### config.mk
export PLATFORM = sky130hd
export DESIGN_NAME = imem_loader_flat
export DESIGN_NICKNAME = d
export VERILOG_FILES = /design/src/rtl/imem_loader_pkg.sv /design/src/rtl/imem_loader_if.sv /design/src/rtl/imem_loader_word_assembler.sv /design/src/rtl/imem_loader.sv /design/src/flat_wrapper.sv
export SDC_FILE = /design/constraint.sdc
export NUM_CORES = 1
export LEC_CHECK = 0
export CAP_MARGIN = 10
export CELL_PAD_IN_SITES_DETAIL_PLACEMENT = 1
export CELL_PAD_IN_SITES_GLOBAL_PLACEMENT = 2
export CORE_AREA = 3 3 161 163
export DETAILED_ROUTE_END_ITERATION = 10
export DIE_AREA = 0 0 164 166
export DONT_BUFFER_PORTS = 1
export GPL_TIMING_DRIVEN = 1
export PLACE_DENSITY_LB_ADDON = 0.12
export SYNTH_ARGS = -nofsm -noshare
export SYNTH_HDL_FRONTEND = slang
export SYNTH_SLANG_ARGS = --single-unit
### constraint.sdc
create_clock -name clk -period 2.4 [get_ports clk]
set_input_delay 0.48 -clock clk [delete_from_list [all_inputs] [get_ports clk]]
set_output_delay 0.48 -clock clk [all_outputs]
set_load 0.005 [all_outputs]
### src/rtl/imem_loader_pkg.sv
// rtl/imem_loader_pkg.sv - shared types and constants for the instruction-memory boot loader
package imem_loader_pkg;

  localparam int CNT_W = 16;
  localparam logic [7:0] SYNC_BYTE = 8'hA5;

  typedef enum logic [2:0] {
    ST_IDLE,
    ST_LEN_HI,
    ST_LEN_LO,
    ST_DATA,
    ST_CHECK,
    ST_RUN
  } state_e;

endpackage

### src/rtl/imem_loader_if.sv
// rtl/imem_loader_if.sv - byte-in / memory-write-out bundle of the boot loader
interface imem_loader_if;
  logic [7:0]  rx_data;
  logic        rx_valid;
  logic        imem_wr_en;
  logic [31:0] imem_wr_addr;
  logic [31:0] imem_wr_data;

  modport master (
    input  rx_data, rx_valid,
    output imem_wr_en, imem_wr_addr, imem_wr_data
  );

  modport slave (
    output rx_data, rx_valid,
    input  imem_wr_en, imem_wr_addr, imem_wr_data
  );
endinterface

### src/rtl/imem_loader_word_assembler.sv
// rtl/imem_loader_word_assembler.sv - packs big-endian bytes into 32-bit words
module loader_word_assembler (
  input  logic        clk,
  input  logic        reset,
  input  logic        clear_i,
  input  logic        byte_valid_i,
  input  logic [7:0]  byte_i,
  output logic        word_valid_o,
  output logic [31:0] word_o
);

  logic [23:0] shift_q;
  logic [1:0]  idx_q;

  always_ff @(posedge clk) begin
    if (reset || clear_i) begin
      shift_q <= '0;
      idx_q   <= '0;
    end else if (byte_valid_i) begin
      shift_q <= {shift_q[15:0], byte_i};
      idx_q   <= idx_q + 2'd1;
    end
  end

  // The 4th byte completes the word combinationally so the top can register it on the same edge.
  assign word_valid_o = byte_valid_i && (idx_q == 2'd3);
  assign word_o       = {shift_q, byte_i};

endmodule

### src/rtl/imem_loader.sv
// rtl/imem_loader.sv - framed byte stream to instruction memory, holds the CPU in reset until loaded
module imem_loader
  import imem_loader_pkg::*;
#(
  parameter logic [31:0] BASE_ADDR      = 32'd0,
  parameter int          ADDR_STEP      = 2,
  parameter int          MAX_WORDS      = 256,
  parameter int          TIMEOUT_CYCLES = 1000000
) (
  input  logic                 clk,
  input  logic                 reset,
  imem_loader_if.master        bus,
  output logic                 cpu_reset,
  output logic                 done,
  output logic                 error,
  output logic [CNT_W-1:0]     words_loaded
);

  localparam int TW = (TIMEOUT_CYCLES > 1) ? $clog2(TIMEOUT_CYCLES) : 1;
  localparam logic [TW-1:0] TMAX = TW'(TIMEOUT_CYCLES - 1);

  state_e            state_q;
  logic [CNT_W-1:0]  count_q;
  logic [CNT_W-1:0]  words_q;
  logic [7:0]        csum_q;
  logic [TW-1:0]     timer_q;
  logic [31:0]       next_addr_q;
  logic              cpu_reset_q, done_q, error_q;
  logic              wr_en_q;
  logic [31:0]       wr_addr_q, wr_data_q;

  logic              timing;
  logic              timeout;
  logic              asm_clear;
  logic              asm_valid;
  logic              word_valid;
  logic [31:0]       word;
  logic [CNT_W-1:0]  len_n;

  always_comb begin
    timing    = (state_q == ST_LEN_HI) || (state_q == ST_LEN_LO) ||
                (state_q == ST_DATA)   || (state_q == ST_CHECK);
    // A byte arriving on the expiry cycle wins over the timeout.
    timeout   = timing && !bus.rx_valid && (timer_q == TMAX);
    asm_clear = (state_q != ST_DATA) || timeout;
    asm_valid = bus.rx_valid && (state_q == ST_DATA);
    len_n     = {count_q[15:8], bus.rx_data};
  end

  loader_word_assembler u_asm (
    .clk          (clk),
    .reset        (reset),
    .clear_i      (asm_clear),
    .byte_valid_i (asm_valid),
    .byte_i       (bus.rx_data),
    .word_valid_o (word_valid),
    .word_o       (word)
  );

  always_ff @(posedge clk) begin
    if (reset) begin
      state_q     <= ST_IDLE;
      count_q     <= '0;
      words_q     <= '0;
      csum_q      <= '0;
      timer_q     <= '0;
      next_addr_q <= BASE_ADDR;
      cpu_reset_q <= 1'b1;
      done_q      <= 1'b0;
      error_q     <= 1'b0;
      wr_en_q     <= 1'b0;
      wr_addr_q   <= '0;
      wr_data_q   <= '0;
    end else begin
      wr_en_q <= 1'b0;

      if (bus.rx_valid || !timing)
        timer_q <= '0;
      else if (!timeout)
        timer_q <= timer_q + 1'b1;

      unique case (state_q)
        ST_IDLE, ST_RUN: begin
          if (bus.rx_valid && bus.rx_data == SYNC_BYTE) begin
            state_q     <= ST_LEN_HI;
            cpu_reset_q <= 1'b1;
            done_q      <= 1'b0;
            error_q     <= 1'b0;
            words_q     <= '0;
            csum_q      <= '0;
            next_addr_q <= BASE_ADDR;
          end
        end
        ST_LEN_HI: begin
          if (bus.rx_valid) begin
            count_q[15:8] <= bus.rx_data;
            csum_q        <= csum_q ^ bus.rx_data;
            state_q       <= ST_LEN_LO;
          end
        end
        ST_LEN_LO: begin
          if (bus.rx_valid) begin
            count_q <= len_n;
            csum_q  <= csum_q ^ bus.rx_data;
            if (len_n == '0 || 32'(len_n) > 32'(MAX_WORDS)) begin
              error_q <= 1'b1;
              state_q <= ST_IDLE;
            end else begin
              state_q <= ST_DATA;
            end
          end
        end
        ST_DATA: begin
          if (bus.rx_valid) begin
            csum_q <= csum_q ^ bus.rx_data;
            if (word_valid) begin
              wr_en_q     <= 1'b1;
              wr_addr_q   <= next_addr_q;
              wr_data_q   <= word;
              next_addr_q <= next_addr_q + 32'(ADDR_STEP);
              words_q     <= words_q + 1'b1;
              if (words_q + 1'b1 == count_q)
                state_q <= ST_CHECK;
            end
          end
        end
        ST_CHECK: begin
          if (bus.rx_valid) begin
            if (bus.rx_data == csum_q) begin
              done_q      <= 1'b1;
              cpu_reset_q <= 1'b0;
              state_q     <= ST_RUN;
            end else begin
              error_q <= 1'b1;
              state_q <= ST_IDLE;
            end
          end
        end
        default: state_q <= ST_IDLE;
      endcase

      if (timeout) begin
        error_q <= 1'b1;
        state_q <= ST_IDLE;
      end
    end
  end

  assign bus.imem_wr_en   = wr_en_q;
  assign bus.imem_wr_addr = wr_addr_q;
  assign bus.imem_wr_data = wr_data_q;
  assign cpu_reset        = cpu_reset_q;
  assign done             = done_q;
  assign error            = error_q;
  assign words_loaded     = words_q;

endmodule

### src/flat_wrapper.sv
// flat-port wrapper written by rule: the top's interface ports become plain ports
module imem_loader_flat import imem_loader_pkg::*;
#(
  parameter logic [31:0] BASE_ADDR      = 32'd0,
  parameter int          ADDR_STEP      = 2,
  parameter int          MAX_WORDS      = 256,
  parameter int          TIMEOUT_CYCLES = 1000000
)
  (clk, reset, cpu_reset, done, error, words_loaded, bus_rx_data, bus_rx_valid, bus_imem_wr_en, bus_imem_wr_addr, bus_imem_wr_data);
  imem_loader_if bus_i ();
  input  logic clk;
  input  logic reset;
  output logic cpu_reset;
  output logic done;
  output logic error;
  output logic [CNT_W-1:0] words_loaded;
  input wire logic [$bits(bus_i.rx_data)-1:0] bus_rx_data;
  input wire logic [$bits(bus_i.rx_valid)-1:0] bus_rx_valid;
  output wire logic [$bits(bus_i.imem_wr_en)-1:0] bus_imem_wr_en;
  output wire logic [$bits(bus_i.imem_wr_addr)-1:0] bus_imem_wr_addr;
  output wire logic [$bits(bus_i.imem_wr_data)-1:0] bus_imem_wr_data;
  assign bus_i.rx_data = bus_rx_data;
  assign bus_i.rx_valid = bus_rx_valid;
  assign bus_imem_wr_en = bus_i.imem_wr_en;
  assign bus_imem_wr_addr = bus_i.imem_wr_addr;
  assign bus_imem_wr_data = bus_i.imem_wr_data;
  imem_loader #(.BASE_ADDR(BASE_ADDR), .ADDR_STEP(ADDR_STEP), .MAX_WORDS(MAX_WORDS), .TIMEOUT_CYCLES(TIMEOUT_CYCLES)) u_core (.clk(clk), .reset(reset), .bus(bus_i), .cpu_reset(cpu_reset), .done(done), .error(error), .words_loaded(words_loaded));
endmodule
==> flow_summary.ini <==
[hold_path]
hold_class = in2reg
hold_end = u_core.count_q[13]
worstHoldStart = reset
holdPathStages = 1

[cells_and_area]
stdcell_area_um2 = 9407
multi_input_area_um2 = 4073
diodes = 0
register_area_um2 = 3749
area_delta_synth_final_pct = 15.88
drive_above_1_share = 0.1196
fillCellCount = 2933
nNetsFinal = 1064

[setup_path]
cp-end-kind = flip-flop
reg2regPathDepth = 9
crit_arrival_ns = 2.61
cp.required_ns = 2.76
start_kind = flip-flop
cp_max_fo = 4
rr_startpoint = u_core.u_asm.idx_q[0]
r2r-end = u_core.next_addr_q[14]
critPathKind = reg2reg
rrSetupSlack_ns = 0.14

[synth]
yosys_warnings = 0
synth-edff-count = 0
synthDistinctLibCells = 59
synth_async_sr_flop_share = 0
synth_top_area_frac = 0.4612
avgSynthCellArea_um2 = 7.843
yosys_register_bits = 187
synth_common_cells = nand2_1, dfxtp_1, a21oi_1, nor2_1, xnor2_1
yosys.area.top_type = dfxtp_1
syn-cell-area_um2 = 8118
synth_area_leaders = dfxtp_1, nand2_1, a21oi_1
yosysMostFrequentCell = nand2_1
ys.flop_type = dfxtp_1
syn_nets = 1050
synthCells = 1035
seq_area_frac_synth = 0.4612

[timing]
setup_viol = 0
slew_violations = 0
holdWs_ns = 0.1257
hold_viol_final = 0
fmax_ghz = 0.4433
fin_skew_ns = 0.01316
slew-limit-headroom = 0.5186
rsz0062_at_grt = false
fin_crit_sh = 0.9398
worst_slew_pin_slew_ns = 0.7222
period_minus_slack_ns = 2.256
fin_tns_setup_ns = 0

[clock_tree]
root_buffer = clkbuf_16
ctsHtreeMaxLevel = 4
insertion_delay_ns = 0.44
cts-buffers-inserted = 17
cts_tree = yes
clk_pin_slew_ns = 0.07
cts_hold_buf = 0
cts.sinks = 187
cts.path.max_buffers = 2

[detailed_routing]
wl_per_cell_um = 17.17
ant_nets = 0
vias = 6941
first_pass_iters = 4
wl_mm = 23.80
post_drt_via_cell_ratio = 5.008
drtIter0Drc = 245
drc = 0

[floorplan]
start_util = 0.3319
num_rows = 57
fp.dieH_um = 166
coreArea_um2 = 24460
io_pins = 95
fp.dieArea_um2 = 27220
die_w_um = 164

[flow_run]
drv_cap = 0

[grt]
antenna_found_initial = 0
grt_overflow_total = 0
grt_pass1_vias = 7016
grt_max_degree = 96
grt_pass1_wl_mm = 39.22
grt.total_usage = 0.1781

[power]
p_leak_nw = 2.972
power.total_mw = 6.748
power_density_nw_per_um2 = 717.3
ir_drop_v = 0.0003589

[placement]
gp_congestion = 0.7777
dp_hpwl_mm = 16.79
dpl_cell_area_um2 = 8767
io_buffers = 0

[run_status]
status = completed
how the worst max path moves through the flow:
stage,startpoint,cells after the start,slack (ns),end
finish,u_core.u_asm.idx_q[0],9,0.14,u_core.next_addr_q[14]
global route,u_core.u_asm.idx_q[0],9,0.004,u_core.next_addr_q[14]
CTS,u_core.u_asm.idx_q[0],8,0.01,u_core.next_addr_q[23]
detailed placement,bus_rx_data[3],7,-0.25,u_core.next_addr_q[23]
global placement,bus_rx_data[3],7,-0.18,u_core.next_addr_q[27]
floorplan,bus_rx_data[1],9,-0.14,u_core.next_addr_q[21]
critical path, stage by stage, from the launching register on:
cell and delay [ns]:
dfxtp_1 0.36, ha_1 0.15, and2_2 0.19, and2_2 0.17
o2bb2ai_2 0.07, or3b_1 0.44, buf_4 0.17, buf_4 0.13
or3_1 0.34, a21oi_1 0.16
per-stage QoR:
step	setup WS (ns)	util	instances
floorplan	-0.1434	-	1035
global placement	-0.1842	0.3584	1353
detailed placement	-0.2475	0.3584	1353
CTS	0.01337	0.3828	1385
global route	0.003909	0.3845	1386
finish	0.1444	0.3845	1386
where the power goes:
| group | leakage (nW) | internal, mW | switching, mW |
|---|---|---|---|
| Combinational | 1.17 | 0.243 | 0.393 |
| Clock | 0.298 | 1.50 | 1.40 |
| Sequential | 1.51 | 3.16 | 0.0572 |
routing by layer:
metal | track usage | wire [um] | vias to the layer above
met2 | 0.2924 | 11210 | 83
met5 | 0 | 0 | -
met3 | 0.03816 | 856 | 14
met4 | 0.03494 | 171 | 0
met1 | 0.2423 | 11560 | 3348
li1 | - | - | 3496
repair_timing:
action | 4_1_cts | 5_1_grt
buffers inserted | 0 | 1
endpoints found under the setup margin | 0 | 13
resized for setup | 0 | 11
hold endpoints to repair | 0 | 0
cells by family after synthesis:
kind of cell,after synthesis,share of synthesized area
xor+xnor,79,0.08523
fa+ha+maj,4,0.006165
other cells,1,0.0004619
flops,187,0.4612
simple gates,487,0.2727
mux,2,0.002466
compound gates,188,0.1265
buf+inv,87,0.04531
sequential cells by signal (all words and copies together) (netlist names), 2 cells and up:
register and cells:
u_core.u_asm.idx_q 2, u_core.next_addr_q 31, u_core.words_loaded 16, u_core.bus.imem_wr_addr 31
u_core.u_asm.shift_q 24, u_core.count_q 16, u_core.bus.imem_wr_data 32, u_core.csum_q 8
u_core.timer_q 20, u_core.state_q 3
placed cells by master (no fill, tap or decap), drive strengths merged, types with 24 or more instances in the layout:
master	count
o21ai	33
inv	28
nand4	24
xnor2	55
xor2	24
nor3	26
a21oi	132
dfxtp	187
nor2	81
nand2	254
buf	63
area by class of cell:
class,instances,area share
Clock buffer,17,0.04522
Clock inverter,15,0.01836
Inverter,19,0.007582
Multi-Input combinational cell,761,0.4330
Sequential cell,187,0.3985
Tap cell,324,0.04310
Timing Repair Buffer,63,0.05427
(Power assumes the default switching activity.)
